### config.mk
export PLATFORM = sky130hd
export DESIGN_NAME = regfile_write_arbiter
export DESIGN_NICKNAME = d
export VERILOG_FILES = /design/src/rtl/regfile_arb_pkg.sv /design/src/rtl/rr_picker.sv /design/src/rtl/regfile_write_arbiter.sv
export SDC_FILE = /design/constraint.sdc
export NUM_CORES = 1
export LEC_CHECK = 0
export ABC_CLOCK_PERIOD_IN_PS = 1800
export CAP_MARGIN = 0
export CORE_UTILIZATION = 41
export CTS_BUF_LIST = sky130_fd_sc_hd__clkbuf_4 sky130_fd_sc_hd__clkbuf_8
export CTS_CLUSTER_SIZE = 28
export DETAILED_ROUTE_END_ITERATION = 10
export PLACE_DENSITY = 0.85
export SLEW_MARGIN = 10
export SYNTH_ARGS = -nofsm -noshare
export SYNTH_HDL_FRONTEND = slang
export SYNTH_HIERARCHICAL = 1
export SYNTH_SLANG_ARGS = --single-unit
### constraint.sdc
create_clock -name clk -period 1.8 [get_ports clk]
set_input_delay 0.27 -clock clk [delete_from_list [all_inputs] [get_ports clk]]
set_output_delay 0.27 -clock clk [all_outputs]
set_load 0.01 [all_outputs]
### src/rtl/regfile_arb_pkg.sv
// Shared defaults and FSM state type for the register-file write arbiter.
package regfile_arb_pkg;

   localparam int unsigned DATA_W_DEFAULT = 8;
   localparam int unsigned ADDR_W_DEFAULT = 3;
   localparam int unsigned LEN_W_DEFAULT  = 2;

   typedef enum logic {
      IDLE  = 1'b0,
      BURST = 1'b1
   } arb_state_e;

endpackage

### src/rtl/rr_picker.sv
// Two-way round-robin picker: on a tie, the requester that did not win last time is chosen.
module rr_picker (
   input  logic req0,
   input  logic req1,
   input  logic last_owner,
   output logic grant_valid,
   output logic grant_idx
);

   always_comb begin
      grant_valid = req0 | req1;
      if (req0 && req1) begin
         grant_idx = ~last_owner;
      end else begin
         grant_idx = req1;
      end
   end

endmodule

### src/rtl/regfile_write_arbiter.sv
// Arbitrates two burst-write requesters onto one register-file write port.
// A grant costs one IDLE cycle; each accepted beat is written one cycle after its ack.
module regfile_write_arbiter
   import regfile_arb_pkg::*;
#(
   parameter int unsigned DATA_W = DATA_W_DEFAULT,
   parameter int unsigned ADDR_W = ADDR_W_DEFAULT,
   parameter int unsigned LEN_W  = LEN_W_DEFAULT
) (
   input  logic              clk,
   input  logic              reset,
   input  logic              req0,
   input  logic              req1,
   input  logic [LEN_W-1:0]  len0,
   input  logic [LEN_W-1:0]  len1,
   input  logic [ADDR_W-1:0] addr0,
   input  logic [ADDR_W-1:0] addr1,
   input  logic [DATA_W-1:0] data0,
   input  logic [DATA_W-1:0] data1,
   output logic              ack0,
   output logic              ack1,
   output logic              wr_en,
   output logic [ADDR_W-1:0] wr_addr,
   output logic [DATA_W-1:0] wr_data,
   output logic              busy,
   output logic              owner
);

   arb_state_e        state_q, state_d;
   logic [LEN_W-1:0]  cnt_q, cnt_d;
   logic              last_owner_q, last_owner_d;
   logic              owner_q, owner_d;
   logic              busy_q;
   logic              wr_en_q, wr_en_d;
   logic [ADDR_W-1:0] wr_addr_q, wr_addr_d;
   logic [DATA_W-1:0] wr_data_q, wr_data_d;

   logic grant_valid;
   logic grant_idx;
   logic owner_req;
   logic beat_ok;

   rr_picker u_rr_picker (
      .req0        (req0),
      .req1        (req1),
      .last_owner  (last_owner_q),
      .grant_valid (grant_valid),
      .grant_idx   (grant_idx)
   );

   assign owner_req = owner_q ? req1 : req0;

   always_comb begin
      state_d      = state_q;
      cnt_d        = cnt_q;
      last_owner_d = last_owner_q;
      owner_d      = owner_q;
      wr_en_d      = 1'b0;
      wr_addr_d    = wr_addr_q;
      wr_data_d    = wr_data_q;
      beat_ok      = 1'b0;
      unique case (state_q)
         IDLE: begin
            if (grant_valid) begin
               state_d = BURST;
               owner_d = grant_idx;
               cnt_d   = grant_idx ? len1 : len0;
            end
         end
         BURST: begin
            if (owner_req) begin
               beat_ok   = 1'b1;
               wr_en_d   = 1'b1;
               wr_addr_d = owner_q ? addr1 : addr0;
               wr_data_d = owner_q ? data1 : data0;
               if (cnt_q == '0) begin
                  state_d      = IDLE;
                  last_owner_d = owner_q;
               end else begin
                  cnt_d = cnt_q - LEN_W'(1);
               end
            end else begin
               // Owner withdrew mid-burst: abandon remaining beats.
               state_d      = IDLE;
               last_owner_d = owner_q;
            end
         end
         default: state_d = IDLE;
      endcase
   end

   assign ack0 = beat_ok & ~reset & ~owner_q;
   assign ack1 = beat_ok & ~reset & owner_q;

   always_ff @(posedge clk) begin
      if (reset) begin
         state_q      <= IDLE;
         cnt_q        <= '0;
         last_owner_q <= 1'b1;
         owner_q      <= 1'b0;
         busy_q       <= 1'b0;
         wr_en_q      <= 1'b0;
         wr_addr_q    <= '0;
         wr_data_q    <= '0;
      end else begin
         state_q      <= state_d;
         cnt_q        <= cnt_d;
         last_owner_q <= last_owner_d;
         owner_q      <= owner_d;
         busy_q       <= (state_d == BURST);
         wr_en_q      <= wr_en_d;
         wr_addr_q    <= wr_addr_d;
         wr_data_q    <= wr_data_d;
      end
   end

   assign wr_en   = wr_en_q;
   assign wr_addr = wr_addr_q;
   assign wr_data = wr_data_q;
   assign busy    = busy_q;
   assign owner   = owner_q;

endmodule
-- Word-level counts from Yosys, hierarchy flattened
Index checks and enable logic that the tools add are counted.
- bits of input ports: 30
- register bits after elaboration: 17
- word-level logic and storage cells: 43
- output and inout bits: 16
- bitwise gates (word level): 8
- muxes and demuxes: 17
- reduce and logical (&&, ||, !) cells: 6
- add/subtract/negate cells: 1
- equality and inequality tests: 4
- operators with widths (operator ; count):
    $mux W1 ; 9
    $mux W2 ; 4
    $mux W8 ; 1
    $reduce_and A2 Y1 ; 3
    $ne A2 B1 Y1 const B ; 2
    $ne A2 B2 Y1 const B ; 2
    $not A1 Y1 ; 4
    $pmux W2 S2 ; 1
    $and A1 B1 Y1 ; 3
    $mux W3 ; 1
    $reduce_and A3 Y1 ; 1
    $logic_not A2 Y1 ; 1
    $pmux W1 S2 ; 1
    $sub A2 B1 Y2 const B ; 1
    $logic_and A1 B1 Y1 ; 1
    $or A1 B1 Y1 ; 1

-- Depth between registers and ports, before layout
- depth in word-level cells: 5
- gate-level depth with buffers: 5
- mapped depth without buffers: 5

-- By module
Netlist, hierarchy kept.
- modules (own cells, without submodules) (module ; cells an instance ; area each (um2) ; instances ; seq. area each (um2)):
    regfile_write_arbiter ; 89 ; 894.6 ; 1 ; 340.3
    rr_picker ; 2 ; 13.8 ; 1 ; 0.0

-- Worst setup path before layout
OpenSTA, ideal clock, no wires.
- path kind: register -> register
- start: reg owner_q, in the netlist owner
- end: reg cnt_q[0]
- setup time: 119 ps
- slack: 366 ps
- arrival time: 1315 ps
- cell stages (with the launch flop): 5
- clock period less this slack: 1434 ps
- required time: 1681 ps
- path buffers: 1
- cells stage by stage: dfxtp_1 buf_6 mux2_4 a31o_1 o221a_1
- longest elaborated chain between the ends: 3
- RTL lines (what ; RTL line ; RTL):
    start: declaration ; regfile_write_arbiter.sv:32 ; logic owner_q, owner_d;
    start signal: assignment ; regfile_write_arbiter.sv:109 ; owner_q <= owner_d;
    $mux W1 ; regfile_write_arbiter.sv:51 ; assign owner_req = owner_q ? req1 : req0;
    $ne A2 B1 Y1 (no line) ; -- ;
    $reduce_and A3 Y1 (no line) ; -- ;
    end signal: assignment ; regfile_write_arbiter.sv:107 ; cnt_q <= cnt_d;
    end: declaration ; regfile_write_arbiter.sv:30 ; logic [LEN_W-1:0] cnt_q, cnt_d;
No other way between the ends.
A chain may end at the register's enable or synchronous reset.

-- Worst setup path in the final report
- start: in req0
- end: out ack1
- longest elaborated chain between the ends: 5
- RTL lines (what ; RTL line ; RTL):
    start: declaration ; regfile_write_arbiter.sv:12 ; input logic req0,
    $mux W1 ; regfile_write_arbiter.sv:51 ;
    $mux W1 ; regfile_write_arbiter.sv:71 ; if (owner_req) begin
    $mux W1 ; regfile_write_arbiter.sv:62 ; unique case (state_q)
    $and A1 B1 Y1 (2 in series) ; regfile_write_arbiter.sv:93 ; assign ack1 = beat_ok & ~reset & owner_q;
    end: declaration ; regfile_write_arbiter.sv:21 ; output logic ack1,
No other way between the ends.

==> key figures <==
Status
  • Status: completed

Worst setup path
  • R2r setup slk: about 0.29 ns
  • CP cell instances: clkdlybuf4s50_1, mux2_4, nand2_2, nor3b_2, clkdlybuf4s15_2
  • CP top delay family: buffers and inverters
  • Critical Path Max Stage Delay: 0.51 ns
  • Worst R2R End: cnt_q[0]
  • R2R Path Start: owner
  • Crit path capture type: output port
  • CP startpoint kind: primary input
  • Worst endpoint data arrival time: 1.50 ns
  • Worst Path Buf+Inv: 2
  • Crit Path Max Fanout: 4
  • Reg2reg path depth: 4
  • Slowest cell on crit path: clkdlybuf4s50_1
  • CP Class: in -> out
  • CP required: about 1.5 ns

Clocking
  • CTS tree: built
  • Maximum clock path buffer count: 2
  • Root Buffer: clkbuf_4
  • Inserted Clock Buffers: 3
  • CTS Sinks: 17
  • H-tree depth: 1
  • Reg clk slew, reported paths: about 0.090 ns
  • Skew-Pair Late Insertion Delay: 0.30 ns

Timing
  • Final slew viol count: 0
  • Final setup vio count: 0
  • Total Neg Setup Slack: 0 ns
  • Number of hold violations in the final report: 0
  • Fin crit share: 98.6%
  • Setup WS post-layout: roughly 0.025 ns
  • Tightest Pin Transition: about 0.22 ns
  • Achievable Freq: about 560 MHz
  • Clock skew: about 0.011 ns
  • Final worst path period need: approximately 1.8 ns
  • Slew HR: 85.1%

Floorplanning
  • Row count: 16
  • Die area: approximately 2400 um^2
  • Die Y: 49.1 um
  • Starting density of the core: between 40 and 50%
  • Core area: roughly 2000 um^2
  • Die width: roughly 50 um
  • IO Count: 46

Synthesis
  • Largest family of logic cells by synthesized area: compound AO/OA/AOI/OAI gates
  • Sequential fraction of the synthesis area: 37.5%
  • Synth Area in XOR/XNOR: 0%
  • Post-synthesis compound-gate area fraction: a little over a quarter
  • Area share of the largest cell type after synthesis: ~37%
  • Synth cell types: 26
  • Synth area leaders: dfxtp_1 (37%), mux2i_1 (15%), a211oi_2 (14%)
  • Post-Synthesis Cells: 91
  • Syn_nets: roughly 120
  • Ys Warns: 6
  • Flops & latches, synth: 17
  • Synth Cell Area: between 900 and 1000 um^2
  • Mux cell area share after synthesis: between 10% and 20%
  • Synth Area in Simple Gates: approximately 8.1%
  • Synth Area in Adders: 1.38%
  • Post-synth top area cell: dfxtp_1
  • Syn Area/Cell: around 10 um^2

Detailed routing
  • Pre-antenna DRT Iters: 4
  • WL final: 2630 um
  • Via density: roughly 5.3
  • Via Count: ~900
  • Average wire per standard cell: 15.4 um
  • Final antenna-violating net count: 0
  • Drt drc: 0
  • Iter 0 DRT Violations: 21

Min path
  • Worst hold start: cnt_q[1]
  • Worst hold path class: reg -> reg
  • Hold-critical path endpoint: cnt_q[1]
  • Worst hold path stage count: 2

Power
  • Pwr Total: 0.000980 W
  • LEAKAGE: 0.557 nW
  • Peak VDD IR: approximately 0.00044 V
  • Power Dens Cells: roughly 660 nW/um^2

Layout
  • Nets: 175
  • Multi-input logic area: ~510 um^2
  • Fin util: ~74%
  • FILL cells: 148
  • FF/Latch Area: 342 um^2
  • # diodes: 0
  • Share of post-route cells with drive strength above 1: a little under a quarter
  • Area grow syn2layout: 63.6%
  • Fin cells: 170
  • Commonest non-fill, non-tap cells in the layout: clkdlybuf4s50_1 (42), dfxtp_1 (16), mux2i_1 (14), a21oi_1 (13), a211oi_2 (10)
  • Most common cell after layout, fill and taps aside: clkdlybuf4s50_1

Run
  • Max-Cap Viols: 0

Place
  • Placed Cells: approximately 170
  • Port bufs: 45
  • Final HPWL DP: approximately 1900 um
  • RD Place Congestion: between 0.8 and 0.9
  • Worst slack, placed: -0.292 ns

Global route
  • Largest net degree at the start of global routing: 20
  • GRT Total Usage: between 20% and 30%
  • First-pass GRT wire length: ~4000 um
  • Initial antenna violation count: 0
  • Grt ovf: 0
  • Vias in the first global route: between 900 and 1k
==> metal layers <==
| layer | up-vias | wire (um) | GRT usage [%] |
|---|---|---|---|
| li1 | 434 | - | - |
| met1 | 416 | 1030 | 21.5 |
| met2 | 42 | 1380 | 41.3 |
| met3 | 11 | 111 | 3.43 |
| met4 | 0 | 102 | 16.7 |
| met5 | - | 0 | 0 |
==> Yosys cell counts <==
library cell	number
dfxtp_1	17
a31oi_1	2
nor2_1	2
clkbuf_1	2
nand2_1	2
nor3b_1	1
o221a_1	1
o21ai_0	2
or2_1	1
mux2_4	1
nand2b_1	3
a21oi_1	13
buf_2	3
a21boi_1	1
nor2b_1	2
ha_1	1
and2_4	1
a31o_1	1
mux2_2	1
a211oi_1	1
buf_1	1
mux2i_1	14
inv_1	5
buf_6	2
a211oi_2	10
nor3_1	1
==> power breakdown <==
| group | switching [W] | internal (W) |
|---|---|---|
| clock | 0.000126 | 0.000101 |
| combinational | 0.000140 | 0.000185 |
| sequential | 0.0000191 | 0.000408 |
==> tightest hold or removal path, stage by stage (launching register included) <==
cell and delay [ns]:
dfxtp_1 0.32, nand2b_1 0.06, mux2i_1 0.06
==> final cells by class <==
class / instances / share of cell area, %
Clock buffer: 4 / 2.02
Inverter: 5 / 1.26
Multi-Input combinational cell: 61 / 34.5
Sequential cell: 17 / 23.0
Tap cell: 27 / 2.27
Timing Repair Buffer: 56 / 37.0
==> state kept, by name (all words and copies together), names as in the netlist <==
register      flops
busy              1
cnt_q             2
last_owner_q      1
owner             1
wr_addr           3
wr_data           8
wr_en             1
==> worst max-delay path by stage <==
stage                     cells past startpoint  startpoint       end
after floorplan                               4       owner  cnt_q[0]
after global routing                          5        req0      ack1
final                                         5        req0      ack1
after global placement                        5        req0      ack1
after detailed placement                      5        req0      ack1
after CTS                                     5        req0      ack1
==> repair_timing <==
action | CTS | global route
gates resized for setup | 10 | 5
setup buffers | 0 | 0
hold buffers | 0 | 0
hold endpoints to repair | 0 | 0
endpoints found under the setup margin | 3 | 3
==> cell families (layout without fill, tap and decap cells) <==
group,after synthesis,count (layout)
compound gates,31,31
flops,17,17
mux,16,16
simple gates,13,13
buf+inv,13,65
fa+ha+maj,1,1
==> through the flow <==
step	instance area [um^2]	hold WS, ns
3_5_place_dp	1430	0.472
2_1_floorplan	908	0.441
4_1_cts	1470	0.486
5_1_grt	1490	0.500
6_report	1490	0.478
3_3_place_gp	1430	0.459
(Power assumes the default switching activity.)
